**src/rtl/mem_access_if.sv**
```systemverilog
// mem_access_if: bundle of pipeline, data-memory and DMA signals around the MEM stage
// slave  : MEM-stage view (mem_access), consumes ex_bus/memory/DMA inputs
// master : environment view (pipeline, memory, DMA engine)
interface mem_access_if #(
   parameter int N = 51
);
   logic [N:0]  ex_bus;
   logic [38:0] wb_bus;
   logic        stall;
   logic        mem_req;
   logic        mem_we;
   logic [15:0] mem_addr;
   logic [15:0] mem_wdata;
   logic [15:0] mem_rdata;
   logic        mem_ack;
   logic        dma_req;
   logic        dma_gnt;
   logic        dma_we;
   logic [15:0] dma_addr;
   logic [15:0] dma_wdata;
   logic [15:0] dma_rdata;
   logic        dma_ack;

   modport slave (
      input  ex_bus, mem_rdata, mem_ack, dma_req, dma_we, dma_addr, dma_wdata,
      output wb_bus, stall, mem_req, mem_we, mem_addr, mem_wdata, dma_gnt, dma_rdata, dma_ack
   );

   modport master (
      output ex_bus, mem_rdata, mem_ack, dma_req, dma_we, dma_addr, dma_wdata,
      input  wb_bus, stall, mem_req, mem_we, mem_addr, mem_wdata, dma_gnt, dma_rdata, dma_ack
   );
endinterface

```
**src/rtl/mem_access.sv**
```systemverilog
// mem_access: MEM pipeline stage sharing one data-memory port between the CPU and a DMA master
// clk    : single clock, all state on posedge
// rst_n  : asynchronous active-low reset
// bus    : ex_bus in (EXE/MEM bundle), wb_bus out (registered MEM/WB bundle), stall out,
//          mem_* data-memory request/response, dma_* DMA request/grant/response
module mem_access #(
   parameter int N      = 51,
   parameter int STARVE = 4
) (
   input logic         clk,
   input logic         rst_n,
   mem_access_if.slave bus
);
   localparam logic [1:0] S_IDLE   = 2'd0;
   localparam logic [1:0] S_ACCESS = 2'd1;
   localparam logic [1:0] S_DMA    = 2'd2;

   logic [1:0]  state, state_nxt;
   logic [2:0]  starve_cnt, starve_nxt;
   logic [38:0] wb_nxt;
   logic        dma_gnt_q;
   logic        memop, rd_only, dma_win, cpu_sel, dma_sel, unused;

   assign memop   = bus.ex_bus[N-2] | bus.ex_bus[N-3];
   // read+write together is executed as a write, so only a pure read returns data
   assign rd_only = bus.ex_bus[N-2] & ~bus.ex_bus[N-3];
   assign dma_win = (state == S_IDLE) && bus.dma_req && (!memop || starve_cnt >= 3'(STARVE));
   // rst_n gates the CPU path so a memop held on ex_bus cannot reach memory while in reset
   assign cpu_sel = rst_n && ((state == S_ACCESS) || ((state == S_IDLE) && memop && !dma_win));
   assign dma_sel = state == S_DMA;
   assign unused  = ^bus.ex_bus[N-41:0];

   // ex_bus is held by upstream while stalled, so CPU request fields come straight from it
   assign bus.stall     = (state == S_IDLE) ? memop : (state == S_ACCESS) ? !bus.mem_ack : 1'b1;
   assign bus.mem_req   = cpu_sel || (dma_sel && bus.dma_req);
   assign bus.mem_we    = cpu_sel ? bus.ex_bus[N-3] : dma_sel && bus.dma_we;
   assign bus.mem_addr  = cpu_sel ? bus.ex_bus[N-4 -: 16] : dma_sel ? bus.dma_addr : 16'h0;
   assign bus.mem_wdata = cpu_sel ? bus.ex_bus[N-20 -: 16] : dma_sel ? bus.dma_wdata : 16'h0;
   assign bus.dma_rdata = bus.mem_rdata;
   assign bus.dma_ack   = dma_sel && bus.mem_ack;
   assign bus.dma_gnt   = dma_gnt_q;

   always_comb begin
      // a stalled edge writes a bubble so the held instruction retires exactly once
      wb_nxt     = bus.stall ? 39'h0 : {bus.ex_bus[N], bus.ex_bus[N-1],
                                        (state == S_ACCESS && rd_only) ? bus.mem_rdata : 16'h0,
                                        bus.ex_bus[N-4 -: 16], bus.ex_bus[N-36 -: 5]};
      state_nxt  = dma_win ? S_DMA :
                   (state == S_IDLE)   ? (memop ? S_ACCESS : S_IDLE) :
                   (state == S_ACCESS) ? (bus.mem_ack ? S_IDLE : S_ACCESS) :
                   (dma_sel && bus.dma_req) ? S_DMA : S_IDLE;
      starve_nxt = (!bus.dma_req || dma_win || dma_gnt_q) ? 3'd0 :
                   (starve_cnt == 3'd7) ? 3'd7 : starve_cnt + 3'd1;
   end

   always_ff @(posedge clk or negedge rst_n) begin
      if (!rst_n) begin
         state      <= S_IDLE;
         starve_cnt <= 3'd0;
         dma_gnt_q  <= 1'b0;
         bus.wb_bus <= 39'h0;
      end else begin
         state      <= state_nxt;
         starve_cnt <= starve_nxt;
         dma_gnt_q  <= state_nxt == S_DMA;
         bus.wb_bus <= wb_nxt;
      end
   end
endmodule

```
**src/flat_wrapper.sv**
```systemverilog
// flat-port wrapper written by rule: the top's interface ports become plain ports
module mem_access_flat 
#(
   parameter int N      = 51,
   parameter int STARVE = 4
)
  (clk, rst_n, bus_ex_bus, bus_mem_rdata, bus_mem_ack, bus_dma_req, bus_dma_we, bus_dma_addr, bus_dma_wdata, bus_wb_bus, bus_stall, bus_mem_req, bus_mem_we, bus_mem_addr, bus_mem_wdata, bus_dma_gnt, bus_dma_rdata, bus_dma_ack);
  mem_access_if #(.N(N)) bus_i ();
  input logic clk;
  input logic rst_n;
  input wire logic [$bits(bus_i.ex_bus)-1:0] bus_ex_bus;
  input wire logic [$bits(bus_i.mem_rdata)-1:0] bus_mem_rdata;
  input wire logic [$bits(bus_i.mem_ack)-1:0] bus_mem_ack;
  input wire logic [$bits(bus_i.dma_req)-1:0] bus_dma_req;
  input wire logic [$bits(bus_i.dma_we)-1:0] bus_dma_we;
  input wire logic [$bits(bus_i.dma_addr)-1:0] bus_dma_addr;
  input wire logic [$bits(bus_i.dma_wdata)-1:0] bus_dma_wdata;
  output wire logic [$bits(bus_i.wb_bus)-1:0] bus_wb_bus;
  output wire logic [$bits(bus_i.stall)-1:0] bus_stall;
  output wire logic [$bits(bus_i.mem_req)-1:0] bus_mem_req;
  output wire logic [$bits(bus_i.mem_we)-1:0] bus_mem_we;
  output wire logic [$bits(bus_i.mem_addr)-1:0] bus_mem_addr;
  output wire logic [$bits(bus_i.mem_wdata)-1:0] bus_mem_wdata;
  output wire logic [$bits(bus_i.dma_gnt)-1:0] bus_dma_gnt;
  output wire logic [$bits(bus_i.dma_rdata)-1:0] bus_dma_rdata;
  output wire logic [$bits(bus_i.dma_ack)-1:0] bus_dma_ack;
  assign bus_i.ex_bus = bus_ex_bus;
  assign bus_i.mem_rdata = bus_mem_rdata;
  assign bus_i.mem_ack = bus_mem_ack;
  assign bus_i.dma_req = bus_dma_req;
  assign bus_i.dma_we = bus_dma_we;
  assign bus_i.dma_addr = bus_dma_addr;
  assign bus_i.dma_wdata = bus_dma_wdata;
  assign bus_wb_bus = bus_i.wb_bus;
  assign bus_stall = bus_i.stall;
  assign bus_mem_req = bus_i.mem_req;
  assign bus_mem_we = bus_i.mem_we;
  assign bus_mem_addr = bus_i.mem_addr;
  assign bus_mem_wdata = bus_i.mem_wdata;
  assign bus_dma_gnt = bus_i.dma_gnt;
  assign bus_dma_rdata = bus_i.dma_rdata;
  assign bus_dma_ack = bus_i.dma_ack;
  mem_access #(.N(N), .STARVE(STARVE)) u_core (.clk(clk), .rst_n(rst_n), .bus(bus_i));
endmodule
```
**config.mk**
```make
export PLATFORM = sky130hd
export DESIGN_NAME = mem_access_flat
export DESIGN_NICKNAME = d
export VERILOG_FILES = /design/src/rtl/mem_access_if.sv /design/src/rtl/mem_access.sv /design/src/flat_wrapper.sv
export SDC_FILE = /design/constraint.sdc
export NUM_CORES = 1
export LEC_CHECK = 0
export CORE_UTILIZATION = 28
export DETAILED_ROUTE_END_ITERATION = 16
export HOLD_SLACK_MARGIN = 0.15
export PLACE_DENSITY = 0.78
export SLEW_MARGIN = 30
export SYNTH_ARGS = -nofsm -noshare
export SYNTH_HDL_FRONTEND = slang
export SYNTH_SLANG_ARGS = --single-unit
```
**constraint.sdc**
```tcl
create_clock -name clk -period 1.35 [get_ports clk]
set_input_delay 0.27 -clock clk [delete_from_list [all_inputs] [get_ports clk]]
set_output_delay 0.27 -clock clk [all_outputs]
set_load 0.005 [all_outputs]
```
==> impl_metrics.tcl <==
set metrics [dict create \
    status "finished, violations left" \
    violations "setup timing" \
    synthFlopType "dfrtp_1" \
    rr_startpoint "u_core.state[0]" \
    intPower_mw 4.13 \
    std_cell_rows 31 \
    reg2regPathDepth 10 \
    cts_tree "yes" \
    path_class "reg2out" \
    crit_arrival_ns 1.64 \
    use_met2_pct 34.6 \
    power.switching_mw 1.60 \
    start_kind "flip-flop" \
    seqPwrFrac_pct 28.4 \
    combinationalPowerShare_pct 53.0 \
    cts_buffer_depth 2 \
    ys_types 29 \
    crit_chain "o2bb2ai_4 > a21boi_4 > buf_6 > buf_16 > buf_6 > a22o_4 > buf_6" \
    coreArea_mm2 0.00725 \
    required_ns 1.08 \
    synth_nets 276 \
    pin_count 197 \
    ys_seq_area_share_pct 53.7 \
    grt_usage_pct 18.8 \
    die_w_um 88.6 \
    use_met1_pct 21.8 \
    synth_area_mm2 0.00210 \
    p_per_area_mw_per_mm2 1190 \
    period_needed_ns 1.91 \
    hold_violations 0 \
    area_growth_pct 129 \
    n_antenna_cell 0 \
    reg2reg_to "u_core.bus.wb_bus[10]" \
    crit_fanout 8 \
    cpMostUsedCell "buf_6" \
    synth_top_area_cell "dfrtp_1" \
    initial_core_util_pct 28.9 \
    grt_pass1_wl_mm 11.0 \
    regArea_mm2 0.00113 \
    drive_gt1_share_pct 40.9 \
    syn_inst 170 \
    crit_start "u_core.starve_cnt[2]" \
    pre_cts_ws_ns -0.840 \
    fillerInstances 580 \
    r2r_setup_slack_ns -0.38 \
    route.detailed.drc 0 \
    switching_share_pct 27.9 \
    clock-sinks 45 \
    die_y_um 88.6 \
    drtAntennaViolNets 0 \
    yosys_warnings 0 \
    syn_avg_cell_area_um2 12.3 \
    timing_worst_slew_pin_value_ns 0.567 \
    period_share_pct 141 \
    worstSkewPairLatency_ns 0.30 \
    maxCapViolations 0 \
    setup.worst_path.end_class "primary output" \
    globalRouteMet3Util_pct 4.76 \
    viasPerCell 4.53 \
    synth_edf_count 0 \
    grt.overflow.total 0 \
    hold_path.class "reg2reg" \
    grt_busiest_layer "met2" \
    ys_ff_latch 45 \
    io_buffer_count 185 \
    antenna_found_initial 0 \
    place_congestion 0.672 \
    synth_area_leaders "dfrtp_1 54%, a22o_2 13%, and2_1 12%" \
    wl_per_cell_um 16.7 \
    leakage_nw 2.46 \
    grt_max_degree 46 \
    firstDrtPassIters 5 \
    slew_headroom_pct 62.2 \
    rsz0062_at_grt "yes" \
    drt_iter0_drc 67 \
    hpwl_mm 5.44 \
    critPathCapture "bus_mem_addr[10]" \
    peakVddDrop_uv 549 \
    finalWirelength_mm 8.12 \
    vias 2195 \
    max_freq_ghz 0.524 \
    dieArea_mm2 0.00784 \
    setup_tns_ns -22.33 \
    path_clk_slew_ns 0.08 \
    cts_made_buffers 5 \
    yosysTopAreaCellShare_pct 53.7 \
    slew_viol_final 0 \
    max_stage_delay_ns 0.41 \
    nets 491 \
    async_flop_share_pct 100 \
    clockRootBuffer "clkbuf_8" \
    hold_ws_ns 0.487 \
    setup_violations 75 \
    multi_input_area_mm2 0.00108 \
    htreeDepth 2 \
    grt_pass1_vias 2147 \
    fin_skew_ns 0.00763 \
    clkPwrFrac_pct 18.6 \
    layout_setup_ws_ns -0.557 \
    crit_slowest_cell "dfrtp_1" \
]
==> Yosys cell counts (2+ instances only) <==
cell type  count
nor2_1         3
buf_4         16
a22o_2        27
dfrtp_1       45
nor3_1         2
a22o_1         6
inv_1          3
buf_6          7
a21o_1         2
nor2b_1        2
and2_1        39
==> sequential cells by signal, indices dropped and copies added (netlist names) <==
signal,cells
u_core.bus.dma_gnt,1
u_core.state,2
u_core.starve_cnt,3
u_core.bus.wb_bus,39
==> critical path, delay by kind of cell, from the launching register on <==
kind                   cells  cell delay [ns]
AO/OA/AOI/OAI              3             0.43
buffers and inverters      4             0.50
flip-flops                 1             0.41
==> power by group through the flow <==
| stage | combinational, mW | sequential [mW] | clock [mW] |
|---|---|---|---|
| final | 3.03 | 1.62 | 1.07 |
| after global routing | 3.22 | 1.64 | 1.15 |
| after CTS | 2.30 | 1.62 | 1.09 |
| after detailed placement | 2.03 | 1.66 | 0 |
| after global placement | 1.99 | 1.65 | 0 |
| after floorplan | 0.711 | 1.68 | 0 |
==> through the flow <==
stage | instances | area (um^2) | util, % | power (mW)
global route | 485 | 4800 | 66.2 | 6.01
floorplan | 170 | 2110 | - | 2.39
detailed placement | 450 | 4050 | 55.8 | 3.69
global placement | 450 | 4050 | 55.8 | 3.64
CTS | 472 | 4310 | 59.4 | 5.02
finish | 485 | 4800 | 66.2 | 5.72
==> per-layer routing <==
metal	up-vias	wire length, um
met5	-	0
li1	1022	-
met2	101	4370
met3	10	519
met1	1062	3130
met4	0	96
==> cell families (layout without fill, tap and decap cells) <==
| kind of cell | after synthesis | after routing | share of synthesized area (%) |
|---|---|---|---|
| AND/OR/NAND/NOR | 53 | 54 | 15.5 |
| buffers and inverters | 28 | 243 | 10.5 |
| flip-flops | 45 | 45 | 53.7 |
| adder cells (fa/ha/maj) | 1 | 1 | 0.596 |
| AO/OA/AOI/OAI | 43 | 43 | 19.7 |
==> repair_timing <==
| item | 4_1_cts | 5_1_grt |
|---|---|---|
| gates resized for setup | 239 | 89 |
| pin swaps | 13 | 15 |
| buffers inserted | 10 | 14 |
| endpoints found under the setup margin | 133 | 75 |
| hold buffers | 1 | 0 |
| cloned | 5 | 3 |
| hold endpoints to repair | 45 | 0 |
==> cell usage in the layout, fill, tap and decap left out, types with 5 or more instances in the layout <==
cell type and count:
clkdlybuf4s50_1 89, dlygate4sd2_1 59, buf_6 45, dfrtp_1 45, a22o_4 25, and2_4 24
buf_4 19, and2_1 15, buf_2 8, clkbuf_8 6, a22o_1 5
==> layout make-up <==
class,instances,area share [%]
clock buffers,6,1.72
clock inverters,2,0.782
inverters,3,0.234
multi-input cells,98,22.5
flip-flops and latches,45,23.4
well taps,99,2.58
repair buffers,232,48.8
==> worst min path at each step <==
stage | startpoint | to | slack, ns | cells past startpoint
after global placement | rst_n | u_core.bus.wb_bus[16] | 0.42 | 2
after global routing | u_core.starve_cnt[0] | u_core.starve_cnt[0] | 0.51 | 1
final | u_core.starve_cnt[0] | u_core.starve_cnt[0] | 0.49 | 1
after detailed placement | rst_n | u_core.starve_cnt[2] | 0.43 | 2
after CTS | u_core.starve_cnt[0] | u_core.starve_cnt[0] | 0.48 | 1
after floorplan | rst_n | u_core.bus.dma_gnt | -0.03 | 0
(Power assumes the default switching activity.)
